==> config.mk <==
export PLATFORM = sky130hd
export DESIGN_NAME = dc_ipu_scaler_coord_seq
export DESIGN_NICKNAME = d
export VERILOG_FILES = /design/src/rtl/dc_ipu_scaler_coord_seq.sv
export SDC_FILE = /design/constraint.sdc
export NUM_CORES = 1
export LEC_CHECK = 0
export CAP_MARGIN = 20
export CORE_UTILIZATION = 45
export DETAILED_ROUTE_END_ITERATION = 7
export DONT_BUFFER_PORTS = 1
export SLEW_MARGIN = 20
export SYNTH_ARGS = -nofsm -noshare
export SYNTH_HDL_FRONTEND = slang
export SYNTH_SLANG_ARGS = --single-unit
==> constraint.sdc <==
create_clock -name clk -period 5.1 [get_ports clk]
set_input_delay 1.275 -clock clk [delete_from_list [all_inputs] [get_ports clk]]
set_output_delay 1.275 -clock clk [all_outputs]
set_load 0.02 [all_outputs]
==> src/rtl/dc_ipu_scaler_coord_seq.sv <==
// Raster-order source-coordinate sequencer for the scaler filter stage; clamp option: DC_IPU_COORD_CLAMP_EN.
// Latency: first pixel one cycle after start, then 1 pixel/clk; all out_* held while out_valid & !out_ready.
module dc_ipu_scaler_coord_seq #(
    parameter int COEFF_WIDTH = 4,
    parameter int COORD_WIDTH = 12
) (
    input  logic                               clk,
    input  logic                               nreset,
    input  logic                               clr,
    input  logic                               start,
    input  logic [COORD_WIDTH-1:0]             cfg_src_w,
    input  logic [COORD_WIDTH-1:0]             cfg_src_h,
    input  logic [COORD_WIDTH-1:0]             cfg_dst_w,
    input  logic [COORD_WIDTH-1:0]             cfg_dst_h,
    input  logic [COORD_WIDTH+COEFF_WIDTH-1:0] cfg_step_x,
    input  logic [COORD_WIDTH+COEFF_WIDTH-1:0] cfg_step_y,
    output logic                               busy,
    output logic                               done,
    output logic                               out_valid,
    input  logic                               out_ready,
    output logic [COORD_WIDTH-1:0]             out_src_x,
    output logic [COORD_WIDTH-1:0]             out_src_y,
    output logic [COEFF_WIDTH-1:0]             out_coeff_x,
    output logic [COEFF_WIDTH-1:0]             out_coeff_y,
    output logic                               out_eol,
    output logic                               out_eof
);
    localparam int AW = COORD_WIDTH + COEFF_WIDTH;
    localparam logic [COORD_WIDTH-1:0] ONE = COORD_WIDTH'(1);

    typedef enum logic {IDLE = 1'b0, RUN = 1'b1} state_t;
    state_t state_q, state_d;

    logic [COORD_WIDTH-1:0] src_w_q, src_h_q, dst_w_q, dst_h_q;
    logic [COORD_WIDTH-1:0] dx_q, dy_q;
    logic [AW-1:0]          step_x_q, step_y_q, acc_x_q, acc_y_q;

    logic xfer, start_acc, line_end;
    assign xfer      = out_valid & out_ready;
    assign start_acc = start & ~clr & (state_q == IDLE);
    assign line_end  = (dx_q == dst_w_q - ONE);
    assign busy      = (state_q == RUN);

    always_comb begin
        state_d = state_q;
        case (state_q)
            IDLE:    if (start) state_d = RUN;
            RUN:     if (xfer && out_eof) state_d = IDLE;
            default: state_d = IDLE;
        endcase
        if (clr) state_d = IDLE;
    end

    // Position of the pixel to present next: frame origin on start, else the successor of the current one.
    logic [COORD_WIDTH-1:0] ld_dx, ld_dy, ld_dst_w, ld_dst_h;
    logic [AW-1:0]          ld_acc_x, ld_acc_y;

    always_comb begin
        ld_dx    = dx_q;
        ld_dy    = dy_q;
        ld_acc_x = acc_x_q;
        ld_acc_y = acc_y_q;
        ld_dst_w = dst_w_q;
        ld_dst_h = dst_h_q;
        if (start_acc) begin
            ld_dx    = '0;
            ld_dy    = '0;
            ld_acc_x = '0;
            ld_acc_y = '0;
            ld_dst_w = cfg_dst_w;
            ld_dst_h = cfg_dst_h;
        end else if (line_end) begin
            ld_dx    = '0;
            ld_acc_x = '0;
            ld_dy    = dy_q + ONE;
            ld_acc_y = acc_y_q + step_y_q;
        end else begin
            ld_dx    = dx_q + ONE;
            ld_acc_x = acc_x_q + step_x_q;
        end
    end

`ifdef DC_IPU_COORD_CLAMP_EN
    logic [COORD_WIDTH-1:0] ld_src_w, ld_src_h;
    assign ld_src_w = start_acc ? cfg_src_w : src_w_q;
    assign ld_src_h = start_acc ? cfg_src_h : src_h_q;
`else
    logic unused_src;
    assign unused_src = ^{src_w_q, src_h_q};
`endif

    logic [COORD_WIDTH-1:0] fmt_x, fmt_y;
    logic [COEFF_WIDTH-1:0] fmt_cx, fmt_cy;
    logic                   fmt_eol, fmt_eof;

    always_comb begin
        fmt_x   = ld_acc_x[AW-1:COEFF_WIDTH];
        fmt_y   = ld_acc_y[AW-1:COEFF_WIDTH];
        fmt_cx  = ld_acc_x[COEFF_WIDTH-1:0];
        fmt_cy  = ld_acc_y[COEFF_WIDTH-1:0];
        fmt_eol = (ld_dx == ld_dst_w - ONE);
        fmt_eof = fmt_eol & (ld_dy == ld_dst_h - ONE);
`ifdef DC_IPU_COORD_CLAMP_EN
        // Clamp only the presented value so the 2x2 neighbourhood stays inside the image.
        if (fmt_x >= ld_src_w - ONE) begin
            fmt_x  = ld_src_w - ONE;
            fmt_cx = '0;
        end
        if (fmt_y >= ld_src_h - ONE) begin
            fmt_y  = ld_src_h - ONE;
            fmt_cy = '0;
        end
`endif
    end

    always_ff @(posedge clk or negedge nreset) begin
        if (!nreset) begin
            state_q     <= IDLE;
            src_w_q     <= '0;
            src_h_q     <= '0;
            dst_w_q     <= '0;
            dst_h_q     <= '0;
            step_x_q    <= '0;
            step_y_q    <= '0;
            acc_x_q     <= '0;
            acc_y_q     <= '0;
            dx_q        <= '0;
            dy_q        <= '0;
            done        <= 1'b0;
            out_valid   <= 1'b0;
            out_src_x   <= '0;
            out_src_y   <= '0;
            out_coeff_x <= '0;
            out_coeff_y <= '0;
            out_eol     <= 1'b0;
            out_eof     <= 1'b0;
        end else begin
            state_q <= state_d;
            if (clr) begin
                acc_x_q     <= '0;
                acc_y_q     <= '0;
                dx_q        <= '0;
                dy_q        <= '0;
                done        <= 1'b0;
                out_valid   <= 1'b0;
                out_src_x   <= '0;
                out_src_y   <= '0;
                out_coeff_x <= '0;
                out_coeff_y <= '0;
                out_eol     <= 1'b0;
                out_eof     <= 1'b0;
            end else begin
                done <= xfer & out_eof;
                if (start_acc || (xfer && !out_eof)) begin
                    acc_x_q     <= ld_acc_x;
                    acc_y_q     <= ld_acc_y;
                    dx_q        <= ld_dx;
                    dy_q        <= ld_dy;
                    out_valid   <= 1'b1;
                    out_src_x   <= fmt_x;
                    out_src_y   <= fmt_y;
                    out_coeff_x <= fmt_cx;
                    out_coeff_y <= fmt_cy;
                    out_eol     <= fmt_eol;
                    out_eof     <= fmt_eof;
                end else if (xfer) begin
                    out_valid <= 1'b0;
                end
                if (start_acc) begin
                    src_w_q  <= cfg_src_w;
                    src_h_q  <= cfg_src_h;
                    dst_w_q  <= cfg_dst_w;
                    dst_h_q  <= cfg_dst_h;
                    step_x_q <= cfg_step_x;
                    step_y_q <= cfg_step_y;
                end
            end
        end
    end
endmodule

==> summary.md <==
| Metric | Value |
|---|---|
| Port-buffer cells | 0 |
| Post-synth cell types | 76 |
| N_diodes | 0 |
| Sw power | 934 uW |
| Setup TNS | 0 ps |
| Die area | 18,500 um2 |
| Critical path arrival | 4720 ps |
| Min cycle time layout | 4390 ps |
| Hold Path Sink | step_x_q[5] |
| Ys flop type | dfrtp_1 |
| Slowest CP cell | nor4_1 |
| Final hold vios | 0 |
| Final setup fails | 0 |
| Width of the chip | 136 um |
| Slew @ Worst Pin | 826 ps |
| RSZ-0062 raised after global routing | false |
| Synth Warn # | 0 |
| R2r endpoint | out_eof |
| Crit-path max FO | 12 |
| Vias | 6,779 |
| CTS tree | yes |
| Syn Area/Cell | 8.31 um2 |
| Slew Viols, Final | 0 |
| R2R Setup Slk | 710 ps |
| Hold-fix buffers, CTS | 0 |
| Hold Crit Start | step_x_q[5] |
| Area Growth Syn to Fin | 10.3% |
| Residual DRC count | 0 |
| Placed inst area | 8250 um2 |
| FP Rows | 48 |
| Vias per cell | 5.70 |
| Min-Delay Path Class | reg -> reg |
| CP Class | reg -> reg |
| Synthesized net count | 1,093 |
| Routability Congestion | 0.874 |
| Worst skew pair latency | 420 ps |
| Critical path cell sequence | inv_1 > ha_1 > o21ba_2 > a221oi_1 > nor2_1 > nor4_1 > nand4_2 > or3_1 > a21oi_1 > xor2_1 > or3b_2 > o31ai_2 |
| Maximum vdd ir drop | 0.000235 V |
| Share of cells above drive strength 1 | 0.0725 |
| Area share of the largest cell type after synthesis | 0.363 |
| H-Tree Depth | 4 |
| Worst R2R Start | dst_w_q[0] |
| GRT Util Overall | 0.233 |
| Internal power | 2110 uW |
| DR pass1 iterations | 5 |
| Cell taking the most area after synthesis | dfrtp_1 |
| Synth top area cells | dfrtp_1, nand2_1, xnor2_1 |
| Dpl hpwl | 14.1 mm |
| Design Area, Final | 8890 um2 |
| NumNets Final | 1,074 |
| CTS Buffer Depth | 2 |
| GRT Residual Overflow | 0 |
| Crit path largest cell delay | 650 ps |
| Clk network pwr share | 0.430 |
| Postcts setup bufs | 0 |
| Synth Cell Area | 8070 um2 |
| Number of synthesized flops with an enable pin | 0 |
| Combinational power share | 0.206 |
| # fillers | 1,693 |
| Largest net degree at the start of global routing | 118 |
| CTS buffer count | 17 |
| Initial antenna violation count | 0 |
| Clock Skew | 12.0 ps |
| Final period utilization | 0.861 |
| Fmax | 228 MHz |
| Net Sw Frac | 0.307 |
| Die H | 136 um |
| Core ar. | 17,400 um2 |
| Global-route wire length before repair | 33.6 mm |
| Worst setup SP type | register |
| Reg clk slew, reported paths | 60 ps |
| Vias in the first global route | 6,589 |
| Synth Instances | 971 |
| Worst reg-to-reg path cell count | 12 |
| Drt initial violations | 473 |
| Sequential cell area fraction in the yosys report | 0.363 |
| Critical Path RT | 5420 ps |
| Top-count cell post-synth | nand2_1 |
| CP Buf/Inv Count | 1 |
| Clock sinks | 117 |
| Leakage power total | 0.00396 uW |
| Hold Crit Depth | 2 |
| Max-cap violations | 0 |
| Root buffer cell | clkbuf_16 |
| Slew Limit Headroom | 0.445 |
| Status | completed |
| Sequential power share | 0.364 |
| Antenna-violating nets left | 0 |
| Total Wirelength | 20.3 mm |
| Starting Density | 0.463 |
| Top Family by Delay on Critical Path | simple AND/OR/NAND/NOR gates |
| Cts repair resizes | 0 |
| #FFs+latches synth | 117 |
| Post-synth top cells | nand2_1, dfrtp_1, xnor2_1 |
| Async S/R FF share, synth | 1.00 |
| Wirelength per Cell | 17.0 um |
| I/O pin cnt | 122 |
| CP endpoint kind | register |
| PD cells | 342 nW/um2 |
[state kept, by name, summed over array words and instances (netlist names), 3 cells and up]
| register | flops |
|---|---|
| dy_q | 12 |
| step_x_q | 16 |
| out_src_y | 12 |
| out_coeff_x | 3 |
| out_src_x | 12 |
| step_y_q | 16 |
| dx_q | 12 |
| dst_w_q | 12 |
| dst_h_q | 12 |
| out_coeff_y | 3 |
[power by group through the flow]
stage | clock, uW | sequential (uW) | combinational, uW
after global placement | 0 | 1120 | 612
after floorplan | 0 | 1090 | 525
after global routing | 1380 | 1120 | 708
final | 1310 | 1110 | 627
after detailed placement | 0 | 1120 | 619
after CTS | 1340 | 1110 | 625
[worst max-delay path by stage]
stage                     startpoint      end  slack, ps  depth (start not counted)
after CTS                 dst_w_q[0]  out_eof        740                         12
final                     dst_w_q[0]  out_eof        710                         12
after global placement           clr  out_eof        580                         13
after detailed placement         clr  out_eof        460                         13
after floorplan                  clr  out_eof         70                         21
after global routing      dst_w_q[0]  out_eof        390                         12
[kinds of logic (layout without fill, tap and decap cells)]
group,count (synthesis),after routing,share of synthesized area
and+or+nand+nor,424,424,0.243
AOI/OAI and AO/OA,196,196,0.161
DFF,117,117,0.363
xor gates and xnor gates,94,94,0.105
buffers and inverters,82,76,0.0417
adders and majority gates,37,37,0.0593
muxes,21,21,0.0265
[metrics by stage]
stage	total power [uW]	hold WS, ps	std cells	utilization	worst slack, ps
6_report	3040	476	1190	0.511	708
5_1_grt	3210	507	1190	0.511	392
4_1_cts	3070	483	1190	0.510	736
3_5_place_dp	1740	468	1158	0.474	456
3_3_place_gp	1740	464	1158	0.474	584
2_1_floorplan	1620	450	971	-	70.6
[per-layer routing]
layer / vias up / global-route usage / share of wire
met2: 196 / 0.353 / 0.43
met4: 0 / 0.0747 / 0.019
li1: 3360 / - / -
met5: - / 0 / 0
met1: 3191 / 0.323 / 0.48
met3: 32 / 0.0623 / 0.066
[cells in the final DEF, fill, tap and decap left out, types with 11 or more instances in the layout]
cell type	n
nand2_1	225
dfrtp_1	117
xnor2_1	61
nor2_1	56
a21oi_1	51
o21ai_0	41
ha_1	35
inv_1	33
nand3_1	31
xor2_1	31
nor3_1	26
mux2i_1	18
clkbuf_16	17
a21o_1	14
nand4_1	12
or3_1	11
[final cells by class]
class | count | area, um2 | area share
sequential | 117 | 2930 | 0.329
multi-input combinational | 772 | 4830 | 0.543
timing repair buffer | 11 | 95.1 | 0.0107
inverter | 33 | 124 | 0.0139
clock buffer | 18 | 439 | 0.0494
tap | 225 | 282 | 0.0317
clock inverter | 14 | 198 | 0.0222
[tightest hold or removal path: cells and delay by family, from the launching register on]
family           cells  cell delay (ps)
AND/OR/NAND/NOR      2              100
flip-flops           1              340
Power figures use the tool's default switching activity.
